`src/rtl/vx_reorder_queue_pkg.sv`:
```
// rtl/vx_reorder_queue_pkg.sv - shared sizing helper for the reorder queue
package vx_reorder_queue_pkg;

  // Width needed to index n items; never narrower than one bit.
  function automatic int log2up(input int n);
    return (n > 1) ? $clog2(n) : 1;
  endfunction

endpackage

```
`src/rtl/vx_reorder_queue_dp_ram.sv`:
```
// rtl/vx_reorder_queue_dp_ram.sv - completion payload store, one write port, one async read port
module vx_reorder_queue_dp_ram #(
  parameter int DATAW = 32,
  parameter int SIZE  = 8,
  parameter int ADDRW = 3
) (
  input  logic             clk,
  input  logic             write,
  input  logic [ADDRW-1:0] waddr,
  input  logic [DATAW-1:0] wdata,
  input  logic [ADDRW-1:0] raddr,
  output logic [DATAW-1:0] rdata
);

  logic [DATAW-1:0] mem [SIZE];

  always_ff @(posedge clk) begin
    if (write) begin
      mem[waddr] <= wdata;
    end
  end

  assign rdata = mem[raddr];

endmodule

```
`src/rtl/vx_reorder_queue.sv`:
```
// rtl/vx_reorder_queue.sv - tag-based completion buffer that retires out-of-order fills in allocation order
module vx_reorder_queue
  import vx_reorder_queue_pkg::*;
#(
  parameter  int DATAW = 32,
  parameter  int SIZE  = 8,
  localparam int ADDRW = log2up(SIZE),
  localparam int CNTW  = log2up(SIZE + 1)
) (
  input  logic             clk,
  input  logic             reset,
  input  logic             alloc_valid,
  output logic             alloc_ready,
  output logic [ADDRW-1:0] alloc_tag,
  input  logic             fill_valid,
  input  logic [ADDRW-1:0] fill_tag,
  input  logic [DATAW-1:0] fill_data,
  output logic             rsp_valid,
  input  logic             rsp_ready,
  output logic [ADDRW-1:0] rsp_tag,
  output logic [DATAW-1:0] rsp_data,
  output logic [CNTW-1:0]  count
);

  logic [ADDRW:0]   rd_ptr, wr_ptr;
  logic [SIZE-1:0]  done, done_n;
  logic [ADDRW-1:0] rd_a, wr_a;
  logic             empty, full;
  logic             alloc_fire, retire_fire;

  assign rd_a  = rd_ptr[ADDRW-1:0];
  assign wr_a  = wr_ptr[ADDRW-1:0];
  assign empty = (wr_ptr == rd_ptr);
  assign full  = (wr_a == rd_a) && (wr_ptr[ADDRW] != rd_ptr[ADDRW]);

  assign alloc_ready = !full;
  assign alloc_tag   = wr_a;
  assign rsp_valid   = !empty && done[rd_a];
  assign rsp_tag     = rd_a;
  assign count       = CNTW'(wr_ptr - rd_ptr);

  assign alloc_fire  = alloc_valid && alloc_ready;
  assign retire_fire = rsp_valid && rsp_ready;

  // Under legal use the three events hit distinct tags, so their order here is immaterial.
  always_comb begin
    done_n = done;
    if (retire_fire) done_n[rd_a] = 1'b0;
    if (fill_valid)  done_n[fill_tag] = 1'b1;
    if (alloc_fire)  done_n[wr_a] = 1'b0;
  end

  always_ff @(posedge clk) begin
    if (!reset) begin
      rd_ptr <= '0;
      wr_ptr <= '0;
      done   <= '0;
    end else begin
      done <= done_n;
      if (alloc_fire)  wr_ptr <= wr_ptr + 1'b1;
      if (retire_fire) rd_ptr <= rd_ptr + 1'b1;
    end
  end

  vx_reorder_queue_dp_ram #(
    .DATAW (DATAW),
    .SIZE  (SIZE),
    .ADDRW (ADDRW)
  ) u_store (
    .clk   (clk),
    .write (fill_valid),
    .waddr (fill_tag),
    .wdata (fill_data),
    .raddr (rd_a),
    .rdata (rsp_data)
  );

`ifndef SYNTHESIS
  // A tag is outstanding when its distance from the head is below the occupancy.
  logic [ADDRW-1:0] fill_off;
  assign fill_off = fill_tag - rd_a;

  always_ff @(posedge clk) begin
    if (reset && fill_valid) begin
      assert ((CNTW'(fill_off) < count) && !done[fill_tag])
        else $error("vx_reorder_queue: fill to unallocated or completed tag %0d", fill_tag);
    end
  end
`endif

endmodule

```
`config.mk`:
```
export PLATFORM = sky130hd
export DESIGN_NAME = vx_reorder_queue
export DESIGN_NICKNAME = d
export VERILOG_FILES = /design/src/rtl/vx_reorder_queue_pkg.sv /design/src/rtl/vx_reorder_queue_dp_ram.sv /design/src/rtl/vx_reorder_queue.sv
export SDC_FILE = /design/constraint.sdc
export NUM_CORES = 1
export LEC_CHECK = 0
export CAP_MARGIN = 30
export CORE_MARGIN = 2
export CORE_UTILIZATION = 25
export DETAILED_ROUTE_END_ITERATION = 7
export SLEW_MARGIN = 30
export SYNTH_ARGS = -nofsm -noshare
export SYNTH_HDL_FRONTEND = slang
export SYNTH_HIERARCHICAL = 1
export SYNTH_SLANG_ARGS = --single-unit
export TNS_END_PERCENT = 100
```
`constraint.sdc`:
```
create_clock -name clk -period 4.25 [get_ports clk]
set_clock_uncertainty 0.2 [all_clocks]
set_input_delay 0.425 -clock clk [delete_from_list [all_inputs] [get_ports clk]]
set_output_delay 0.425 -clock clk [all_outputs]
set_load 0.01 [all_outputs]
```
---- Word level (Yosys, flattened, before mapping) ----
Memory sizes are Yosys's and may differ from the RTL's. A register that Yosys moved wholly into a read port is not among the register bits.
Index checks and enable logic that the tools add are counted.
word-level totals
  word-level logic and storage cells ...... 45
  memories kept ........................... 1
  input bits .............................. 40
  bits in writable memories ............... 256
  register bits ........................... 16
memory list
  memory       words  bits a word  read ports  clocked after Yosys merged registers in  wr ports  RTL line                       RTL
  u_store.mem  8      32           1           1                                        1         vx_reorder_queue_dp_ram.sv:15  logic [DATAW-1:0] mem [SIZE];
operators by class
  bitwise gates (word level) .............. 5
  muxes and demuxes ....................... 15
  magnitude comparators ................... 6
  eq/ne operators ......................... 3
  reductions and logical operators ........ 9
  $add $sub $neg .......................... 3
operators with widths
  cell                                                                   number
  8-bit 2-to-1 mux                                                       3
  8-bit AND                                                              2
  8-bit NOT                                                              2
  3-bit by 4-bit < comparator with 1-bit output, second input constant   3
  1-bit demux with 3-bit select                                          3
  3-bit by 1-bit >= comparator with 1-bit output, second input constant  3
  4-bit by 1-bit adder with 4-bit output, second input constant          2
  8-bit OR                                                               1
  1-bit logical AND                                                      7
  1-bit 2-to-1 mux                                                       6
  3-bit 2-to-1 mux                                                       2
  4-bit == test                                                          1
  4-bit subtractor                                                       1
  1-bit binary-select mux with 3-bit select                              1
  3-bit == test                                                          1
  1-bit logical NOT                                                      2
  1-bit inequality test                                                  1

---- Depth between registers and ports, before layout ----
  depth in word-level cells ............... 11
  depth in mapped cells ................... 7
  mapped depth without buffers ............ 6

---- Cells and area by module ----
The synthesis kept the hierarchy.
by module, submodules not included
  module                   sequential area each (um2)  instances  area each (um2)  cells an instance
  vx_reorder_queue_dp_ram  7687.4                      1          9825.7           383
  vx_reorder_queue         320.3                       1          1166.1           133

---- Least setup slack after synthesis ----
No wires, ideal clock.
  kind .................................... input to register
  from .................................... input port fill_tag[2]
  to ...................................... memory u_store.mem[0][0], enable pin
  data arrival time ....................... 2.811 ns
  slack ................................... 0.778 ns
  cell stages on the path ................. 2
  data required time ...................... 3.589 ns
  setup time .............................. 0.461 ns
  buffers on the path ..................... 0
  cells stage by stage .................... nand2b_1 nor3_1
RTL lines
  element          RTL line                       RTL
  start, declared  vx_reorder_queue.sv:16         input logic [ADDRW-1:0] fill_tag,
  end, declared    vx_reorder_queue_dp_ram.sv:15
No word-level cell before the write port.

==> impl_metrics.toml <==
[status]
run_status = "complete, no violations"

[sta]
fin_crit_sh = 0.8563
period_needed_ns = 3.639
setup_viol = 0
setup_slack_ns = 0.6108
drv_slew = 0
rsz0062_at_grt = "no"
holdWs_ns = 0.2635
tns_ns = 0
finalHoldViolCount = 0
max_freq_ghz = 0.2748
worstMarginPinSlew_ns = 0.7590
max_slew_margin = 0.4924

[cts]
cts_hold_buf = 0
cts_resized = 0
htree_levels = 1
cts_buffers = 29
clkLatencyLatePin_ns = 0.53
ctsLongestPathBuffers = 3
post-cts-setup-buffers = 0
cts-root-buf = "clkbuf_16"
cts_tree = "yes"
clock-sinks = 272
clkTransAtPathRegs_ns = 0.06

[min_path]
hp-class = "flop to flop"

[floorplanning]
fp-row-count = 76
core_um2 = 43270
start_util = 0.2540
die-area_um2 = 45660
pin_count = 84
die_h_um = 213.7
die_w_um = 213.7

[routing]
drt_iter0_drc = 363
post-route-drc-count = 0
viasPerCell = 4.305
routed_wl_mm = 23.66
routedWlPerCell_um = 19.27
ant_nets = 0
vias = 5286
first_pass_iters = 4

[logic_synthesis]
ys_seq_elements = 272
syn_area_um2 = 10990
synthFlopType = "edfxtp_1"
synth_cell_types = 44
ys_seq_area_frac = 0.7285
ys_warn_count = 6
synth_edf_count = 256
syn_inst = 516
synth_nets = 562
async_flop_share = 0
avgSynthCellArea_um2 = 21.30

[global_routing]
track_usage = 0.1034
overflow = 0
grt_pass1_vias = 5606
grt_max_degree = 48
antenna_found_initial = 4
grt_pass1_wl_mm = 35.17

[power]
swShare = 0.1979
clkPwrFrac = 0.417
p_leak_nw = 4.190
p_seq_frac = 0.542
vdd_drop_max_mv = 0.2785
p_per_area_nw_per_um2 = 416.1
p_sw_mw = 1.110
combPwrFrac = 0.041
p_int_mw = 4.498
finalPower_mw = 5.608

[cells_and_area]
final_common_cell = "edfxtp_1"
layout.cells.non_filler = 1228
utilization = 0.3115
mostFrequentLayoutCells = "edfxtp_1 (256), clkdlybuf4s50_1 (83), mux4_1 (40)"
finalNetCount = 665
syn_to_final_growth_pct = 22.62
drive_gt1_frac = 0.2122
final_area_um2 = 13480

[placement]
place_area_um2 = 12590
dp_hpwl_mm = 14.44
dp.cells = 1173
place_congestion = 0.7342
io_buffers = 83
dp_slack_ns = 1.110

[setup_path]
critPathKind = "flop to output pin"
crit_path_end_kind = "output pin"
r2r_cells = 6
critPathMaxFanout = 39
r2r_end = "done[3]"
start_kind = "flop"
r2r-start = "rd_ptr[2]"
r2r_setup_slack_ns = 1.65
arrival_ns = 3.01
crit_path_start = "rd_ptr[0]"
cp-endpoint = "rsp_data[4]"
cp_data_required_time_ns = 3.62

[job]
drv_cap = 0
-- worst min-delay path by stage --
| stage | to | start | cells after the start | slack, ns |
|---|---|---|---|---|
| 2_1_floorplan | done[7] | done[7] | 2 | 0.24 |
| 3_3_place_gp | done[7] | done[7] | 2 | 0.25 |
| 3_5_place_dp | done[7] | done[7] | 2 | 0.26 |
| 4_1_cts | done[7] | done[7] | 2 | 0.26 |
| 5_1_grt | done[7] | done[7] | 2 | 0.28 |
| 6_report | done[7] | done[7] | 2 | 0.26 |
-- kinds of logic after synthesis --
group / synth area share
muxes: 0.1865
xor gates and xnor gates: 0.005464
AOI/OAI and AO/OA: 0.02493
and+or+nand+nor: 0.02618
buffers and inverters: 0.02094
adders and majority gates: 0.007513
DFF: 0.7285
-- synth_stat cells, types with 2 or more instances --
cell type | count | share of area
dfxtp_1 | 16 | 0.029
a31oi_1 | 3 | 0.0017
nor3_1 | 7 | 0.0032
nor2_1 | 15 | 0.0051
o211ai_2 | 2 | 0.0023
mux2_2 | 34 | 0.035
buf_4 | 6 | 0.0041
and2_1 | 3 | 0.0017
mux4_2 | 24 | 0.049
buf_2 | 7 | 0.0032
buf_6 | 8 | 0.0082
mux2i_1 | 6 | 0.0055
nand3_1 | 3 | 0.0014
o211ai_1 | 2 | 0.0014
nand2b_1 | 10 | 0.0057
nor2b_1 | 2 | 0.0011
xnor2_1 | 4 | 0.0032
clkbuf_1 | 4 | 0.0014
o221ai_1 | 7 | 0.0056
buf_1 | 4 | 0.0014
nand2_1 | 13 | 0.0044
nor4_1 | 3 | 0.0017
a21oi_1 | 7 | 0.0032
ha_1 | 5 | 0.0057
inv_1 | 8 | 0.0027
edfxtp_1 | 256 | 0.70
mux4_1 | 40 | 0.096
-- flip-flops by register name, indices dropped and copies added, names as in the netlist --
signal       count
wr_ptr           4
done             8
u_store/mem    256
rd_ptr           4
-- worst max-delay path: stages (launching register included) --
cell and delay, ns:
dfxtp_4 0.76, buf_4 0.33, mux4_1 0.57, mux2_2 0.31
clkdlybuf4s50_1 0.49
-- power by group through the flow --
stage / registers, mW / clock network [mW] / logic [mW]
final: 3.04 / 2.34 / 0.231
after global routing: 3.05 / 2.51 / 0.251
after CTS: 3.04 / 2.41 / 0.237
after detailed placement: 3.10 / 0 / 0.235
after global placement: 3.09 / 0 / 0.232
after floorplan: 3.09 / 0 / 0.0982
-- layout make-up --
cell class	count	area (um^2)
inverters	8	30.03
clock buffers	38	759.5
clock inverters	15	122.6
well taps	585	732.0
fillers	4163	29790
flip-flops and latches	272	8016
diodes	2	5.005
repair buffers	101	1003
multi-input cells	207	2809
-- routing by layer --
metal,GRT usage,up-vias,share of wire
met2,0.1762,105,0.50
li1,-,2365,-
met4,0.02826,4,0.025
met1,0.1298,2769,0.42
met3,0.02783,43,0.054
met5,0,-,0.00089
Power figures use the tool's default switching activity.
